<file path="config.mk">
export PLATFORM = sky130hd
export DESIGN_NAME = chimera_reg_to_apb_flat
export DESIGN_NICKNAME = d
export VERILOG_FILES = /design/src/rtl/chimera_reg_to_apb_pkg.sv /design/src/rtl/chimera_reg_to_apb_if.sv /design/src/rtl/chimera_reg_to_apb.sv /design/src/flat_wrapper.sv
export SDC_FILE = /design/constraint.sdc
export NUM_CORES = 1
export LEC_CHECK = 0
export ABC_CLOCK_PERIOD_IN_PS = 2700
export BUFFER_PORTS_ARGS = -buffer_cell sky130_fd_sc_hd__buf_2
export CORE_MARGIN = 2
export CORE_UTILIZATION = 47
export CTS_CLUSTER_DIAMETER = 100
export DETAILED_ROUTE_END_ITERATION = 10
export GPL_TIMING_DRIVEN = 1
export PLACE_DENSITY_LB_ADDON = 0.25
export SLEW_MARGIN = 20
export SYNTH_ARGS = -nofsm -noshare
export SYNTH_HDL_FRONTEND = slang
export SYNTH_SLANG_ARGS = --single-unit
</file>
<file path="constraint.sdc">
create_clock -name clk_i -period 2.7 [get_ports clk_i]
set_clock_uncertainty 0.15 [all_clocks]
set_input_delay 0 -clock clk_i [delete_from_list [all_inputs] [get_ports clk_i]]
set_output_delay 0 -clock clk_i [all_outputs]
set_load 0.05 [all_outputs]
</file>
<file path="src/rtl/chimera_reg_to_apb_pkg.sv">
// chimera_reg_to_apb_pkg
//   Shared constants and types for the external configuration APB bridge.
//   The external config region is split into 4 KiB windows, one per APB
//   peripheral: pads, FLLs, PMU controller (in that order).
package chimera_reg_to_apb_pkg;

  localparam int unsigned ExtCfgApbNumSlv  = 3;
  localparam int unsigned PadCfgApbIdx     = 0;
  localparam int unsigned FllCfgApbIdx     = 1;
  localparam int unsigned PmuCfgApbIdx     = 2;
  localparam int unsigned ExtCfgApbTimeout = 255;
  localparam logic [31:0] ExtCfgApbBase    = 32'h3000_2000;

  // log2 of the per-peripheral window size (4 KiB)
  localparam int unsigned ApbWinShift = 12;

  typedef enum logic [1:0] {
    ApbIdle,
    ApbSetup,
    ApbAccess,
    ApbResp
  } extCfgApbState_e;

endpackage

</file>
<file path="src/rtl/chimera_reg_to_apb_if.sv">
// Bus interfaces for chimera_reg_to_apb.
//   chimera_reg_to_apb_reg_if : register-bus request/response.
//     master = requester (SoC demux), slave = bridge.
//   chimera_reg_to_apb_apb_if : APB4 bus with one PSEL per peripheral.
//     master = bridge, slave = peripherals.
//   Signal names keep the bridge-side direction suffixes so the bridge
//   view reads like its port list.
interface chimera_reg_to_apb_reg_if #(
  parameter int unsigned AddrWidth = 32,
  parameter int unsigned DataWidth = 32
);
  logic                   reg_valid_i;
  logic                   reg_write_i;
  logic [AddrWidth-1:0]   reg_addr_i;
  logic [DataWidth-1:0]   reg_wdata_i;
  logic [DataWidth/8-1:0] reg_wstrb_i;
  logic                   reg_ready_o;
  logic [DataWidth-1:0]   reg_rdata_o;
  logic                   reg_error_o;

  modport master (
    output reg_valid_i, reg_write_i, reg_addr_i, reg_wdata_i, reg_wstrb_i,
    input  reg_ready_o, reg_rdata_o, reg_error_o
  );
  modport slave (
    input  reg_valid_i, reg_write_i, reg_addr_i, reg_wdata_i, reg_wstrb_i,
    output reg_ready_o, reg_rdata_o, reg_error_o
  );
endinterface

interface chimera_reg_to_apb_apb_if #(
  parameter int unsigned AddrWidth = 32,
  parameter int unsigned DataWidth = 32,
  parameter int unsigned NumApbSlv = 3
);
  logic [AddrWidth-1:0]                paddr_o;
  logic [2:0]                          pprot_o;
  logic [NumApbSlv-1:0]                psel_o;
  logic                                penable_o;
  logic                                pwrite_o;
  logic [DataWidth-1:0]                pwdata_o;
  logic [DataWidth/8-1:0]              pstrb_o;
  logic [NumApbSlv-1:0]                pready_i;
  logic [NumApbSlv-1:0][DataWidth-1:0] prdata_i;
  logic [NumApbSlv-1:0]                pslverr_i;

  modport master (
    output paddr_o, pprot_o, psel_o, penable_o, pwrite_o, pwdata_o, pstrb_o,
    input  pready_i, prdata_i, pslverr_i
  );
  modport slave (
    input  paddr_o, pprot_o, psel_o, penable_o, pwrite_o, pwdata_o, pstrb_o,
    output pready_i, prdata_i, pslverr_i
  );
endinterface

</file>
<file path="src/rtl/chimera_reg_to_apb.sv">
// chimera_reg_to_apb
//   Register-bus slave -> APB4 master for the external config region.
//   Each 4 KiB window above BaseAddr maps to one PSEL. Unmapped addresses
//   complete with an error and no APB activity; a peripheral that never
//   raises PREADY is cut off after TimeoutCycles ACCESS cycles (0 = never).
// Ports
//   clk_i, rst_ni : clock, async active-low reset
//   regIf         : register-bus slave side (request held until ready pulse)
//   apbIf         : APB4 master side, one-hot psel_o
module chimera_reg_to_apb
  import chimera_reg_to_apb_pkg::*;
#(
  parameter int unsigned          AddrWidth     = 32,
  parameter int unsigned          DataWidth     = 32,
  parameter int unsigned          NumApbSlv     = ExtCfgApbNumSlv,
  parameter logic [AddrWidth-1:0] BaseAddr      = AddrWidth'(ExtCfgApbBase),
  parameter int unsigned          TimeoutCycles = ExtCfgApbTimeout
) (
  input  logic                     clk_i,
  input  logic                     rst_ni,
  chimera_reg_to_apb_reg_if.slave  regIf,
  chimera_reg_to_apb_apb_if.master apbIf
);

  localparam int unsigned StrbWidth   = DataWidth / 8;
  localparam int unsigned IdxWidth    = (NumApbSlv > 1) ? $clog2(NumApbSlv) : 1;
  localparam int unsigned CntWidth    = (TimeoutCycles > 1) ? $clog2(TimeoutCycles) : 1;
  localparam int unsigned TimeoutLast = (TimeoutCycles == 0) ? 0 : TimeoutCycles - 1;

  // Decode on one extra bit so BaseAddr + window span cannot wrap.
  logic [AddrWidth:0]   reqAddrExt, winLo, winHi;
  logic [AddrWidth-1:0] winOff;
  logic                 mapped;
  logic [IdxWidth-1:0]  decIdx;
  logic [NumApbSlv-1:0] decSel;

  assign reqAddrExt = {1'b0, regIf.reg_addr_i};
  assign winLo      = {1'b0, BaseAddr};
  assign winHi      = winLo + ((AddrWidth + 1)'(NumApbSlv) << ApbWinShift);
  assign mapped     = (reqAddrExt >= winLo) && (reqAddrExt < winHi);
  assign winOff     = regIf.reg_addr_i - BaseAddr;
  assign decIdx     = winOff[ApbWinShift +: IdxWidth];

  always_comb begin
    decSel         = '0;
    decSel[decIdx] = 1'b1;
  end

  extCfgApbState_e      state;
  logic [IdxWidth-1:0]  idxQ;
  logic [CntWidth-1:0]  cnt;
  logic [NumApbSlv-1:0] pselQ;
  logic                 penableQ;
  logic [AddrWidth-1:0] paddrQ;
  logic                 pwriteQ;
  logic [DataWidth-1:0] pwdataQ;
  logic [StrbWidth-1:0] pstrbQ;
  logic                 readyQ;
  logic [DataWidth-1:0] rdataQ;
  logic                 errorQ;

  // Only the latched slave index is ever looked at on the response side.
  logic                 selReady, selErr, timeoutHit;
  logic [DataWidth-1:0] selRdata;

  assign selReady   = apbIf.pready_i[idxQ];
  assign selErr     = apbIf.pslverr_i[idxQ];
  assign selRdata   = apbIf.prdata_i[idxQ];
  assign timeoutHit = (TimeoutCycles != 0) && (cnt == CntWidth'(TimeoutLast));

  // The APB output registers double as the latched request: they are
  // loaded on acceptance and held untouched through SETUP and ACCESS.
  always_ff @(posedge clk_i or negedge rst_ni) begin
    if (!rst_ni) begin
      state    <= ApbIdle;
      idxQ     <= '0;
      cnt      <= '0;
      pselQ    <= '0;
      penableQ <= 1'b0;
      paddrQ   <= '0;
      pwriteQ  <= 1'b0;
      pwdataQ  <= '0;
      pstrbQ   <= '0;
      readyQ   <= 1'b0;
      rdataQ   <= '0;
      errorQ   <= 1'b0;
    end else begin
      case (state)
        ApbIdle: begin
          if (regIf.reg_valid_i) begin
            if (mapped) begin
              state   <= ApbSetup;
              idxQ    <= decIdx;
              pselQ   <= decSel;
              paddrQ  <= {regIf.reg_addr_i[AddrWidth-1:2], 2'b00};
              pwriteQ <= regIf.reg_write_i;
              pwdataQ <= regIf.reg_wdata_i;
              pstrbQ  <= regIf.reg_write_i ? regIf.reg_wstrb_i : '0;
            end else begin
              state  <= ApbResp;
              readyQ <= 1'b1;
              rdataQ <= '0;
              errorQ <= 1'b1;
            end
          end
        end
        ApbSetup: begin
          state    <= ApbAccess;
          penableQ <= 1'b1;
        end
        ApbAccess: begin
          cnt <= cnt + 1'b1;
          // PREADY wins over a timeout landing on the same cycle.
          if (selReady || timeoutHit) begin
            state    <= ApbResp;
            readyQ   <= 1'b1;
            rdataQ   <= (selReady && !pwriteQ) ? selRdata : '0;
            errorQ   <= selReady ? selErr : 1'b1;
            pselQ    <= '0;
            penableQ <= 1'b0;
            paddrQ   <= '0;
            pwriteQ  <= 1'b0;
            pwdataQ  <= '0;
            pstrbQ   <= '0;
          end
        end
        ApbResp: begin
          state  <= ApbIdle;
          readyQ <= 1'b0;
          rdataQ <= '0;
          errorQ <= 1'b0;
          cnt    <= '0;
        end
        default: state <= ApbIdle;
      endcase
    end
  end

  assign regIf.reg_ready_o = readyQ;
  assign regIf.reg_rdata_o = rdataQ;
  assign regIf.reg_error_o = errorQ;

  assign apbIf.paddr_o   = paddrQ;
  assign apbIf.pprot_o   = 3'b000;
  assign apbIf.psel_o    = pselQ;
  assign apbIf.penable_o = penableQ;
  assign apbIf.pwrite_o  = pwriteQ;
  assign apbIf.pwdata_o  = pwdataQ;
  assign apbIf.pstrb_o   = pstrbQ;

endmodule

</file>
<file path="src/flat_wrapper.sv">
// flat-port wrapper written by rule: the top's interface ports become plain ports
module chimera_reg_to_apb_flat import chimera_reg_to_apb_pkg::*;
#(
  parameter int unsigned          AddrWidth     = 32,
  parameter int unsigned          DataWidth     = 32,
  parameter int unsigned          NumApbSlv     = ExtCfgApbNumSlv,
  parameter logic [AddrWidth-1:0] BaseAddr      = AddrWidth'(ExtCfgApbBase),
  parameter int unsigned          TimeoutCycles = ExtCfgApbTimeout
)
  (clk_i, rst_ni, regIf_reg_valid_i, regIf_reg_write_i, regIf_reg_addr_i, regIf_reg_wdata_i, regIf_reg_wstrb_i, regIf_reg_ready_o, regIf_reg_rdata_o, regIf_reg_error_o, apbIf_paddr_o, apbIf_pprot_o, apbIf_psel_o, apbIf_penable_o, apbIf_pwrite_o, apbIf_pwdata_o, apbIf_pstrb_o, apbIf_pready_i, apbIf_prdata_i, apbIf_pslverr_i);
  chimera_reg_to_apb_reg_if #(.AddrWidth(AddrWidth), .DataWidth(DataWidth)) regIf_i ();
  chimera_reg_to_apb_apb_if #(.AddrWidth(AddrWidth), .DataWidth(DataWidth), .NumApbSlv(NumApbSlv)) apbIf_i ();
  input  logic clk_i;
  input  logic rst_ni;
  input wire logic [$bits(regIf_i.reg_valid_i)-1:0] regIf_reg_valid_i;
  input wire logic [$bits(regIf_i.reg_write_i)-1:0] regIf_reg_write_i;
  input wire logic [$bits(regIf_i.reg_addr_i)-1:0] regIf_reg_addr_i;
  input wire logic [$bits(regIf_i.reg_wdata_i)-1:0] regIf_reg_wdata_i;
  input wire logic [$bits(regIf_i.reg_wstrb_i)-1:0] regIf_reg_wstrb_i;
  output wire logic [$bits(regIf_i.reg_ready_o)-1:0] regIf_reg_ready_o;
  output wire logic [$bits(regIf_i.reg_rdata_o)-1:0] regIf_reg_rdata_o;
  output wire logic [$bits(regIf_i.reg_error_o)-1:0] regIf_reg_error_o;
  output wire logic [$bits(apbIf_i.paddr_o)-1:0] apbIf_paddr_o;
  output wire logic [$bits(apbIf_i.pprot_o)-1:0] apbIf_pprot_o;
  output wire logic [$bits(apbIf_i.psel_o)-1:0] apbIf_psel_o;
  output wire logic [$bits(apbIf_i.penable_o)-1:0] apbIf_penable_o;
  output wire logic [$bits(apbIf_i.pwrite_o)-1:0] apbIf_pwrite_o;
  output wire logic [$bits(apbIf_i.pwdata_o)-1:0] apbIf_pwdata_o;
  output wire logic [$bits(apbIf_i.pstrb_o)-1:0] apbIf_pstrb_o;
  input wire logic [$bits(apbIf_i.pready_i)-1:0] apbIf_pready_i;
  input wire logic [$bits(apbIf_i.prdata_i)-1:0] apbIf_prdata_i;
  input wire logic [$bits(apbIf_i.pslverr_i)-1:0] apbIf_pslverr_i;
  assign regIf_i.reg_valid_i = regIf_reg_valid_i;
  assign regIf_i.reg_write_i = regIf_reg_write_i;
  assign regIf_i.reg_addr_i = regIf_reg_addr_i;
  assign regIf_i.reg_wdata_i = regIf_reg_wdata_i;
  assign regIf_i.reg_wstrb_i = regIf_reg_wstrb_i;
  assign regIf_reg_ready_o = regIf_i.reg_ready_o;
  assign regIf_reg_rdata_o = regIf_i.reg_rdata_o;
  assign regIf_reg_error_o = regIf_i.reg_error_o;
  assign apbIf_paddr_o = apbIf_i.paddr_o;
  assign apbIf_pprot_o = apbIf_i.pprot_o;
  assign apbIf_psel_o = apbIf_i.psel_o;
  assign apbIf_penable_o = apbIf_i.penable_o;
  assign apbIf_pwrite_o = apbIf_i.pwrite_o;
  assign apbIf_pwdata_o = apbIf_i.pwdata_o;
  assign apbIf_pstrb_o = apbIf_i.pstrb_o;
  assign apbIf_i.pready_i = apbIf_pready_i;
  assign apbIf_i.prdata_i = apbIf_prdata_i;
  assign apbIf_i.pslverr_i = apbIf_pslverr_i;
  chimera_reg_to_apb #(.AddrWidth(AddrWidth), .DataWidth(DataWidth), .NumApbSlv(NumApbSlv), .BaseAddr(BaseAddr), .TimeoutCycles(TimeoutCycles)) u_core (.clk_i(clk_i), .rst_ni(rst_ni), .regIf(regIf_i), .apbIf(apbIf_i));
endmodule
</file>
# Yosys cells after proc, flatten, opt, wreduce, memory -nomap -nowiden
# Cells that the tools add are included.
# W data, S select, Z words.
[totals] word_cells=88 ff_bits=119 in_bits=174
[classes] eq_ne=8 n_reduce_logical=15 muxes=46 n_addsub=2 order_cmp=5
[ops] operator="$mux W32" n=10
[ops] operator="$pmux W32 S2" n=2
[ops] operator="$pmux W32 S3" n=1
[ops] operator="$bmux W32 S2" n=1
[ops] operator="$ge A32 B30 Y1 const B" n=1
[ops] operator="$lt A32 B30 Y1 const B" n=1
[ops] operator="$mux W4" n=4
[ops] operator="$pmux W8 S2" n=1
[ops] operator="$sub A14 B14 Y14 const B" n=1
[ops] operator="$mux W1" n=11
[ops] operator="$mux W3" n=3
[ops] operator="$add A8 B1 Y8 const B" n=1
[ops] operator="$eq A8 B8 Y1 const B" n=1
[ops] operator="$pmux W2 S4" n=1
[ops] operator="$pmux W4 S2" n=1
[ops] operator="$reduce_and A4 Y1" n=2
[ops] operator="$lt A2 B3 Y1 const B" n=2
[ops] operator="$mux W2" n=3
[ops] operator="$pmux W1 S3" n=2
[ops] operator="$pmux W3 S2" n=1
[ops] operator="$reduce_bool A2 Y1" n=3
[ops] operator="$bmux W1 S2" n=2
[ops] operator="$eq A2 B2 Y1 const B" n=2
[ops] operator="$ne A2 B1 Y1 const B" n=2
[ops] operator="other kinds (12)" n=17

# Longest topological paths before layout
# Gate-level depths: netlist of the first run.
[depth] word_depth=8 depth_mapped=9 ltp_nobuf=7

# Worst setup path before layout of the first run
# Ideal clock, no wire load.
[synth_timing] path_kind="flip-flop to flip-flop" start="reg u_core.idxQ[1]" end="reg u_core.rdataQ[17] (netlist: u_core.regIf.reg_rdata_o[17])" n_path_buf=3 arrival_ps=1879 slack_ps=543 path_stages_with_launch=9 period_less_slack_ps=2157 path_cell_list="dfrtp_1 buf_2 nor2b_1 buf_2 o2bb2ai_2 o21ai_2 nor3_4 buf_6 mux2_1"
[synth_between] elab_chain_cells=6
[synth_lines] element="from (decl)" line="chimera_reg_to_apb.sv:50" source="logic [IdxWidth-1:0] idxQ;"
[synth_lines] element="from (signal assigned)" line="chimera_reg_to_apb.sv:93" source="idxQ <= decIdx;"
[synth_lines] element="$bmux W1 S2" line="chimera_reg_to_apb.sv:66" source="assign selReady = apbIf.pready_i[idxQ];"
[synth_lines] element="$mux W1 (implied by the code)" line="chimera_reg_to_apb.sv:66"
[synth_lines] element="$logic_and A1 B1 Y1" line="chimera_reg_to_apb.sv:117" source="rdataQ <= (selReady && !pwriteQ) ? selRdata : '0;"
[synth_lines] element="$mux W32" line="chimera_reg_to_apb.sv:117"
[synth_lines] element="$mux W32" line="chimera_reg_to_apb.sv:114" source="if (selReady || timeoutHit) begin"
[synth_lines] element="$pmux W32 S3" line="chimera_reg_to_apb.sv:88" source="case (state)"
[synth_lines] element="to (signal assigned)" line="chimera_reg_to_apb.sv:117"
[synth_lines] element="to (decl)" line="chimera_reg_to_apb.sv:59" source="logic [DataWidth-1:0] rdataQ;"
# Parallel ways exist; a longest one is shown, timed or not. The select of a mux whose other input is x is not followed.
# A chain may end at the register's enable or synchronous reset.

# Final worst setup path of the first run
[layout_timing] start="reg u_core.state[0]" end="reg u_core.idxQ[0]"
[layout_between] elab_chain_cells=2
[layout_lines] element="from (decl)" line="chimera_reg_to_apb.sv:49" source="extCfgApbState_e state;"
[layout_lines] element="from (signal assigned)" line="chimera_reg_to_apb.sv:75" source="state <= ApbIdle;"
[layout_lines] element="from (signal assigned)" line="chimera_reg_to_apb.sv:92" source="state <= ApbSetup;"
[layout_lines] element="from (signal assigned)" line="chimera_reg_to_apb.sv:100" source="state <= ApbResp;"
[layout_lines] element="$logic_not A2 Y1" line="chimera_reg_to_apb.sv:88"
[layout_lines] element="$reduce_and A3 Y1 (no source line)"
# No other way between the ends.

==> results of run 1 <==
-- final cells by class --
class	count	area [µm²]
tap	172	215
antenna	1	2.50
fill	865	3060
clock inverter	8	145
timing repair buffer	419	2820
sequential	117	2930
clock buffer	23	498
inverter	12	45.0
multi-input combinational	464	3010
-- final timing paths --
check / startpoint / endpoint / slack [ns] / cells past startpoint
setup / recovery: u_core.state[0]$_DFFE_PN0P_ / u_core.idxQ[0]$_DFFE_PN0P_ / 0.15 / 7
hold / removal: apbIf_pslverr_i[2] / u_core.regIf.reg_error_o$_DFFE_PN0P_ / 0.07 / 6
setup reg to reg: u_core.state[0]$_DFFE_PN0P_ / u_core.idxQ[0]$_DFFE_PN0P_ / 0.15 / 7
hold reg to reg: u_core.apbIf.paddr_o[16]$_DFFE_PN0P_ / u_core.apbIf.paddr_o[16]$_DFFE_PN0P_ / 0.33 / 1
max in group asynchronous: rst_ni / u_core.regIf.reg_ready_o$_DFFE_PN0P_ / 0.86 / 4
min in group asynchronous: rst_ni / u_core.regIf.reg_rdata_o[17]$_DFFE_PN0P_ / 0.52 / 3
-- sequential cells by signal, indices dropped and copies added (netlist names) --
signal / count
u_core.apbIf.pwdata_o: 32
u_core.regIf.reg_rdata_o: 32
u_core.apbIf.paddr_o: 30
u_core.cnt: 8
u_core.apbIf.pstrb_o: 4
u_core.apbIf.psel_o: 3
u_core.idxQ: 2
u_core.state: 2
u_core.apbIf.penable_o: 1
u_core.apbIf.pwrite_o: 1
u_core.regIf.reg_error_o: 1
u_core.regIf.reg_ready_o: 1
-- report_power, final --
part / switching [mW] / internal (mW) / leakage, nW
Sequential: 0.161 / 2.03 / 1.60
Clock: 0.773 / 1.66 / 0.311
Combinational: 2.15 / 1.02 / 3.21
-- routing by layer --
| metal | wire length (µm) | vias up | GRT usage (%) |
|---|---|---|---|
| li1 | - | 3020 | - |
| met1 | 8030 | 3031 | 35.0 |
| met2 | 9980 | 334 | 47.3 |
| met3 | 1540 | 76 | 8.74 |
| met4 | 893 | 0 | 15.6 |
| met5 | 0 | - | 0 |
-- cells in the mapped netlist (all sizes together), types with 6 or more instances --
cell,n,area (µm²)
a31oi,44,275
buf,24,146
o21ai,52,264
nand2,62,233
inv,12,45.0
mux2i,44,440
o21a,44,330
ha,7,87.6
a21oi,34,170
nor2,79,297
and2,16,100
mux2,35,398
clkbuf,32,120
nor2b,6,37.5
dfrtp,117,2930
-- worst max-delay path: stages (launching register included) --
cell	delay, ns
dfrtp_1	0.41
inv_1	0.13
ha_1	0.31
inv_1	0.13
nor3_4	0.30
nand2_1	0.16
mux2_2	0.30
dlygate4sd3_1	0.55
-- per-stage QoR --
step	hold slack, ns	util, %	setup WS (ns)
detailed placement	-0.116	61.1	0.380
global placement	-0.113	61.1	0.439
global route	0.0955	76.0	0.0519
floorplan	-0.446	-	0.543
finish	0.0702	76.0	0.148
CTS	0.0345	75.9	0.139
-- kinds of logic after synthesis --
group	after synthesis	synth area share, %
adder cells (fa/ha/maj)	7	1.42
buffers and inverters	68	5.04
multiplexers	79	13.6
XOR/XNOR	6	0.851
flip-flops	117	47.4
other	1	0.0607
AND/OR/NAND/NOR	183	13.3
AO/OA/AOI/OAI	184	18.3
-- repair_timing --
item / CTS / global route
endpoints found under the setup margin: 0 / 6
hold buffers: 124 / 0
endpoints found under the hold margin: 205 / 0
gates resized for setup: 0 / 2
==> results.json, run 1 <==
{
  "clock_sinks": 117,
  "dr_total_vias": 6461,
  "status": "finished, final reports clean",
  "grt_pass1_wl_mm": 33.4,
  "final_cell_area_um2": 9670,
  "power_density_nw_per_um2": 805,
  "netlist_instances": 645,
  "rows": 41,
  "insertion_delay_ns": 0.40,
  "p_leak_nw": 5.12,
  "maxSlewViolCount": 0,
  "crit_required_ns": 2.83,
  "drtPass1Iterations": 5,
  "vias_per_cell": 5.31,
  "period_minus_slack_ns": 2.55,
  "tightest_slew_ns": 0.621,
  "synth_ff_type": "dfrtp_1",
  "crit_arrival_ns": 2.68,
  "rsz0062_at_grt": "false",
  "htreeDepth": 4,
  "netlist_area_um2": 6180,
  "ir_drop_mv": 0.542,
  "ys_types": 43,
  "cp_max_fo": 5,
  "gp_congestion": 0.794,
  "max_slew_margin_pct": 58.6,
  "synth_seq_cells": 117,
  "final_hold_viol_count": 0,
  "finalPower_mw": 7.79,
  "grt_max_degree": 52,
  "seq_area_frac_synth_pct": 47.4,
  "die_area_um2": 14100,
  "placed_area_um2": 7770,
  "ant_nets": 0,
  "layout-drive-gt1-share_pct": 33.1,
  "fp.dieW_um": 119,
  "hpwl_mm": 12.4,
  "drv_cap": 0,
  "path_clk_slew_ns": 0.05,
  "die_y_um": 119,
  "syn2layout_area_growth_pct": 56.5,
  "grt_pass1_vias": 6716,
  "drtIter0Drc": 442,
  "coreArea_um2": 12700,
  "port_buffers": 276,
  "max_freq_mhz": 392,
  "start_util_pct": 48.5,
  "syn_avg_cell_area_um2": 9.58,
  "grt_use_total_pct": 29.2,
  "setup_viol_count_final": 0,
  "antenna_found_initial": 1,
  "clockBufferDepth": 2,
  "final_cell_mix": "275 x buf_2, 124 x dlygate4sd3_1, 116 x dfrtp_1",
  "routedWlPerCell_um": 16.8,
  "cts_setup_buffers": 0,
  "cts_tree": "done",
  "final_nets": 1212,
  "fin_crit_sh_pct": 94.5,
  "grt_overflow": 0,
  "min_path_type": "in -> reg",
  "fin_setup_tns_ns": 0,
  "async_reset_ff_share_pct": 100,
  "cts-root-buf": "clkbuf_16",
  "fin_cells": 1216,
  "layout_commonest_cell": "buf_2",
  "synth_warnings": 0,
  "io_pins": 284,
  "cts_buffers": 17,
  "wl_mm": 20.4,
  "synth_enable_flop_cells": 0,
  "cp-end-kind": "register",
  "drc": 0,
  "criticalPathCategory": "reg -> reg",
  "startpoint_type": "register",
  "place_inst": 1060
}
(Power assumes the default switching activity.)
==> run 2, diff against run 1 <==
--- a/config.mk
+++ b/config.mk
@@ -5,10 +5,11 @@
 export SDC_FILE = /design/constraint.sdc
 export NUM_CORES = 1
 export LEC_CHECK = 0
+export ABC_AREA = 1
 export ABC_CLOCK_PERIOD_IN_PS = 2700
 export BUFFER_PORTS_ARGS = -buffer_cell sky130_fd_sc_hd__buf_2
 export CORE_MARGIN = 2
-export CORE_UTILIZATION = 47
+export CORE_UTILIZATION = 48
 export CTS_CLUSTER_DIAMETER = 100
 export DETAILED_ROUTE_END_ITERATION = 10
 export GPL_TIMING_DRIVEN = 1
==> results.json, run 2 <==
{
  "rows": 41,
  "port_buffers": 276,
  "drc": 0,
  "max_slew_margin_pct": 63.6,
  "synth_top_area_share_pct": 47.1,
  "seq_area_frac_synth_pct": 47.1,
  "coreArea_um2": 12600,
  "place_inst": 1212,
  "syn2layout_area_growth_pct": 54.2,
  "layout_commonest_cell": "nand2_1",
  "fin_setup_tns_ns": 0,
  "power_density_nw_per_um2": 914,
  "grt_overflow": 0,
  "routedWlPerCell_um": 15.4,
  "path_clk_slew_ns": 0.06,
  "fin_cells": 1374,
  "synth_top_area_cell": "dfrtp_1",
  "status": "complete, but fails checks",
  "die_area_um2": 13900,
  "start_util_pct": 49.2,
  "synth_seq_cells": 117,
  "tightest_slew_ns": 0.545,
  "htreeDepth": 4,
  "cp-end-kind": "register",
  "violations": "negative hold slack",
  "criticalPathCategory": "reg -> reg",
  "wl_mm": 21.2,
  "drtIter0Drc": 528,
  "finalPower_mw": 8.76,
  "ant_nets": 0,
  "cts_buffers": 17,
  "synth.most_common_cell": "nand2_1",
  "ys_types": 31,
  "final_cell_mix": "284 x nand2_1, 275 x buf_2, 127 x dlygate4sd3_1",
  "cp_max_fo": 4,
  "r2r-start": "u_core.state[0]$_DFFE_PN0P_",
  "synth_warnings": 0,
  "grt_pass1_vias": 6982,
  "final_hold_viol_count": 5,
  "vias_per_cell": 5.13,
  "grt_use_total_pct": 30.2,
  "crit_arrival_ns": 2.75,
  "insertion_delay_ns": 0.40,
  "clock_sinks": 117,
  "setup_viol_count_final": 0,
  "netlist_instances": 803,
  "syn_avg_cell_area_um2": 7.74,
  "grt_pass1_wl_mm": 33.9,
  "hpwl_mm": 12.6,
  "crit_required_ns": 2.89,
  "holdWs_ns": -0.00299,
  "fin_crit_sh_pct": 94.9,
  "startpoint_type": "register",
  "critPathLaunch": "u_core.state[0]$_DFFE_PN0P_",
  "max_freq_mhz": 390,
  "synth_enable_flop_cells": 0,
  "ir_drop_mv": 0.451,
  "dr_total_vias": 7051,
  "antenna_found_initial": 0,
  "maxSlewViolCount": 0,
  "drtPass1Iterations": 5,
  "min_path_type": "in -> async",
  "rsz0062_at_grt": "false",
  "die_y_um": 118,
  "final_nets": 1370,
  "async_reset_ff_share_pct": 100,
  "netlist_area_um2": 6210,
  "fp.dieW_um": 118,
  "gp_congestion": 0.804,
  "drv_cap": 0,
  "cts_tree": "done",
  "synth_ff_type": "dfrtp_1",
  "io_pins": 284,
  "cts-root-buf": "clkbuf_16",
  "grt_max_degree": 52,
  "synth_top_cells_by_count": "284 x nand2_1, 117 x dfrtp_1, 104 x nor2_1, 46 x nand3b_1, 42 x o21ai_0",
  "period_minus_slack_ns": 2.56,
  "synthTopCellsByArea": "dfrtp_1 47%, nand2_1 17%, nor2_1 6.3%, nand3b_1 5.6%, o21a_1 3.9%",
  "p_leak_nw": 5.04,
  "layout-drive-gt1-share_pct": 28.4,
  "diodes": 0,
  "clockBufferDepth": 2
}
## run 2: cell types whose count changed after synthesis, moves of 27 or more
cell	previous run	this run
nand2_1	62	284
nand3b_1	1	46
a31oi_1	44	0
mux2i_1	44	0
nand4_1	5	35
mux2_1	29	0
a21oi_1	34	7
## run 2: through the flow
| stage | utilization (%) | hold slack, ns | instance area [µm²] | setup WS (ns) |
|---|---|---|---|---|
| 2_1_floorplan | - | -0.446 | 6230 | 0.887 |
| 3_5_place_dp | 60.6 | -0.182 | 7650 | 0.221 |
| 6_report | 75.9 | -0.00299 | 9580 | 0.139 |
| 4_1_cts | 75.7 | 0.000263 | 9560 | 0.0355 |
| 3_3_place_gp | 60.6 | -0.181 | 7650 | 0.247 |
| 5_1_grt | 75.9 | 0.0208 | 9580 | 0.0211 |
## run 2: worst max-delay path: stages (launching register included)
cell	delay [ns]
dfrtp_1	0.39
inv_1	0.13
ha_1	0.23
nand4_4	0.15
nor2_4	0.15
nand2_1	0.07
dlygate4sd3_1	0.56
o21ai_0	0.08
dlygate4sd3_1	0.57
## run 2: worst paths after layout
check	depth (start not counted)	slack (ns)	end
worst max register to register	8	0.14	u_core.idxQ[0]$_DFFE_PN0P_
worst min-delay path	3	-0.003	u_core.apbIf.paddr_o[23]$_DFFE_PN0P_
worst min register to register	2	0.31	u_core.regIf.reg_rdata_o[25]$_DFFE_PN0P_
max in group asynchronous	3	1.91	u_core.state[1]$_DFFE_PN0P_
worst max-delay path	8	0.14	u_core.idxQ[0]$_DFFE_PN0P_
min in group clk_i	6	0.02	u_core.regIf.reg_rdata_o[27]$_DFFE_PN0P_
## run 2: report_power, final
group          switching [mW]  internal, mW  leakage, nW  total, mW
sequential              0.221          2.16         1.55       2.38
clock                   0.837          1.48        0.300       2.32
combinational            3.04          1.01         3.19       4.06
total                    4.10          4.65         5.04       8.76
## run 2: layout make-up
class	count	area (µm²)
timing repair buffer	422	2840
sequential	117	2930
multi-input combinational	592	2830
clock inverter	14	178
fill	866	3040
inverter	39	149
tap	172	215
clock buffer	18	439
## run 2: cell families (layout without fill, tap and decap cells)
group | count (synthesis) | after routing | share of synthesized area [%]
adder cells (fa/ha/maj) | 7 | 7 | 1.41
other | 1 | 5 | 0.0603
AO/OA/AOI/OAI | 84 | 84 | 8.19
flip-flops | 117 | 117 | 47.1
buffers and inverters | 98 | 493 | 7.65
AND/OR/NAND/NOR | 496 | 496 | 35.6
## run 2: what timing repair did
item,4_1_cts,5_1_grt
endpoints found under the setup margin,0,2
hold endpoints to repair,206,0
resized for setup,0,3
hold buffers,128,0
buffers inserted,0,2
## run 2: metal layers
layer | GRT usage [%] | part of all wire [%] | up-vias
met4 | 11.7 | 3.1 | 0
met5 | 0 | 0 | -
li1 | - | - | 3345
met3 | 6.54 | 7.5 | 53
met1 | 35.6 | 40 | 3281
met2 | 53.7 | 50 | 372
==> run 3, diff against run 2 <==
--- a/config.mk
+++ b/config.mk
@@ -14,6 +14,7 @@
 export DETAILED_ROUTE_END_ITERATION = 10
 export GPL_TIMING_DRIVEN = 1
 export PLACE_DENSITY_LB_ADDON = 0.25
+export SETUP_SLACK_MARGIN = 0.15
 export SLEW_MARGIN = 20
 export SYNTH_ARGS = -nofsm -noshare
 export SYNTH_HDL_FRONTEND = slang
==> results.json, run 3 (synthesis gave the netlist of run 2 again) <==
{
  "final_cell_mix": "284 x nand2_1, 275 x buf_2, 126 x dlygate4sd3_1",
  "dp_slack_ns": 0.221,
  "vias_per_cell": 5.15,
  "grt_use_total_pct": 30.2,
  "power_density_nw_per_um2": 917,
  "period_minus_slack_ns": 2.41,
  "critPathMostFrequentCell": "nand2_1",
  "wl_mm": 21.3,
  "grt_max_degree": 52,
  "crit_required_ns": 2.90,
  "drtPass1Iterations": 5,
  "io_pins": 284,
  "final_cell_area_um2": 9560,
  "start_util_pct": 49.2,
  "grt_pass1_wl_mm": 33.8,
  "critPathLaunch": "u_core.idxQ[0]$_DFFE_PN0P_",
  "status": "complete, but fails checks",
  "cts-root-buf": "clkbuf_16",
  "die_area_um2": 13900,
  "hpwl_mm": 12.6,
  "layout_setup_ws_ns": 0.291,
  "clockBufferDepth": 2,
  "placed_area_um2": 7650,
  "fin_setup_tns_ns": 0,
  "n_fill_cell": 870,
  "clock_sinks": 117,
  "gp_congestion": 0.804,
  "cp_max_fo": 33,
  "violations": "negative hold slack",
  "fp.dieW_um": 118,
  "ant_nets": 0,
  "place_inst": 1212,
  "drtIter0Drc": 592,
  "max_slew_margin_pct": 63.8,
  "startpoint_type": "register",
  "path_buf_inv": 3,
  "worstPathCellList": "buf_4, nor2_4, buf_6, nand2_1, o21a_1, dlygate4sd3_1, nor2_1, nand4_1, nand2_1",
  "drc": 0,
  "layout-drive-gt1-share_pct": 28.2,
  "drv_cap": 0,
  "cts_buffers": 17,
  "final_hold_viol_count": 3,
  "setup_viol_count_final": 0,
  "htreeDepth": 4,
  "grt_overflow": 0,
  "cts_tree": "done",
  "regArea_um2": 2930,
  "r2r-start": "u_core.idxQ[0]$_DFFE_PN0P_",
  "cp-end-kind": "register",
  "maxSlewViolCount": 0,
  "rr_worst_depth": 9,
  "insertion_delay_ns": 0.40,
  "crit_arrival_ns": 2.60,
  "reg2reg_to": "u_core.regIf.reg_rdata_o[0]$_DFFE_PN0P_",
  "slowest_delay_ns": 0.55,
  "layout_commonest_cell": "nand2_1",
  "holdWs_ns": -0.00189,
  "routedWlPerCell_um": 15.5,
  "diodes": 0,
  "antenna_found_initial": 0,
  "criticalPathCategory": "reg -> reg",
  "fin_cells": 1372,
  "syn2layout_area_growth_pct": 53.8,
  "die_y_um": 118,
  "critPathSlowestCell": "dlygate4sd3_1",
  "path_clk_slew_ns": 0.06,
  "p_leak_nw": 5.03,
  "min_path_type": "in -> async",
  "cts_setup_buffers": 0,
  "coreArea_um2": 12600,
  "multi_input_area_um2": 2830,
  "tightest_slew_ns": 0.542,
  "rows": 41,
  "max_freq_mhz": 415,
  "port_buffers": 276,
  "fin_crit_sh_pct": 89.2,
  "grt_pass1_vias": 6970,
  "dr_total_vias": 7063,
  "ir_drop_mv": 0.442,
  "crit_family": "buffers and inverters",
  "final_nets": 1368,
  "rrSetupSlack_ns": 0.29,
  "rsz0062_at_grt": "false"
}
[run 3: cell count changes in the layout (fill, tap and decap cells not counted), sizes merged]
cell,before,now
buf,295,293
dlygate4sd3,127,126
nor2,107,108
[run 3: worst max path at each step]
stage | slack [ns] | end | depth (start not counted)
global route | 0.20 | u_core.apbIf.paddr_o[8]$_DFFE_PN0P_ | 10
detailed placement | 0.22 | u_core.regIf.reg_rdata_o[3]$_DFFE_PN0P_ | 9
CTS | 0.19 | u_core.regIf.reg_rdata_o[3]$_DFFE_PN0P_ | 9
finish | 0.29 | u_core.regIf.reg_rdata_o[0]$_DFFE_PN0P_ | 9
floorplan | 0.89 | u_core.state[0]$_DFFE_PN0P_ | 10
global placement | 0.25 | u_core.regIf.reg_rdata_o[22]$_DFFE_PN0P_ | 9
[run 3: area by class of cell]
class                      count  share of cell area, %
tap                          172                   2.25
sequential                   117                   30.6
timing repair buffer         419                   29.4
multi-input combinational    593                   29.6
clock buffer                  18                   4.60
clock inverter                14                   1.86
inverter                      39                   1.56
[run 3: worst min-delay path, cell delays in order]
cell           delay, ns
dlygate4sd3_1       0.53
buf_4               0.17
buf_12              0.21
[run 3: stage by stage]
| step | power, mW | util, % |
|---|---|---|
| after floorplan | 5.37 | - |
| after global placement | 6.20 | 60.6 |
| after detailed placement | 6.25 | 60.6 |
| after CTS | 8.68 | 75.6 |
| after global routing | 9.20 | 75.7 |
| final | 8.76 | 75.7 |
[run 3: report_power, final]
part | switching, mW | internal, mW | leakage, nW | total, mW
Clock | 0.838 | 1.48 | 0.300 | 2.32
Combinational | 3.06 | 1.01 | 3.18 | 4.07
Sequential | 0.219 | 2.16 | 1.55 | 2.37
[run 3: repair_timing]
action,in CTS,in global routing
endpoints found under the setup margin,0,93
hold buffers,127,0
endpoints found under the hold margin,206,0
gates resized for setup,0,1
[run 3: metal layers]
| metal | track usage, % | share of wire, % |
|---|---|---|
| met1 | 35.4 | 40 |
| met2 | 53.9 | 50 |
| met3 | 6.64 | 6.8 |
| met4 | 11.4 | 3.0 |
| met5 | 0 | 0 |
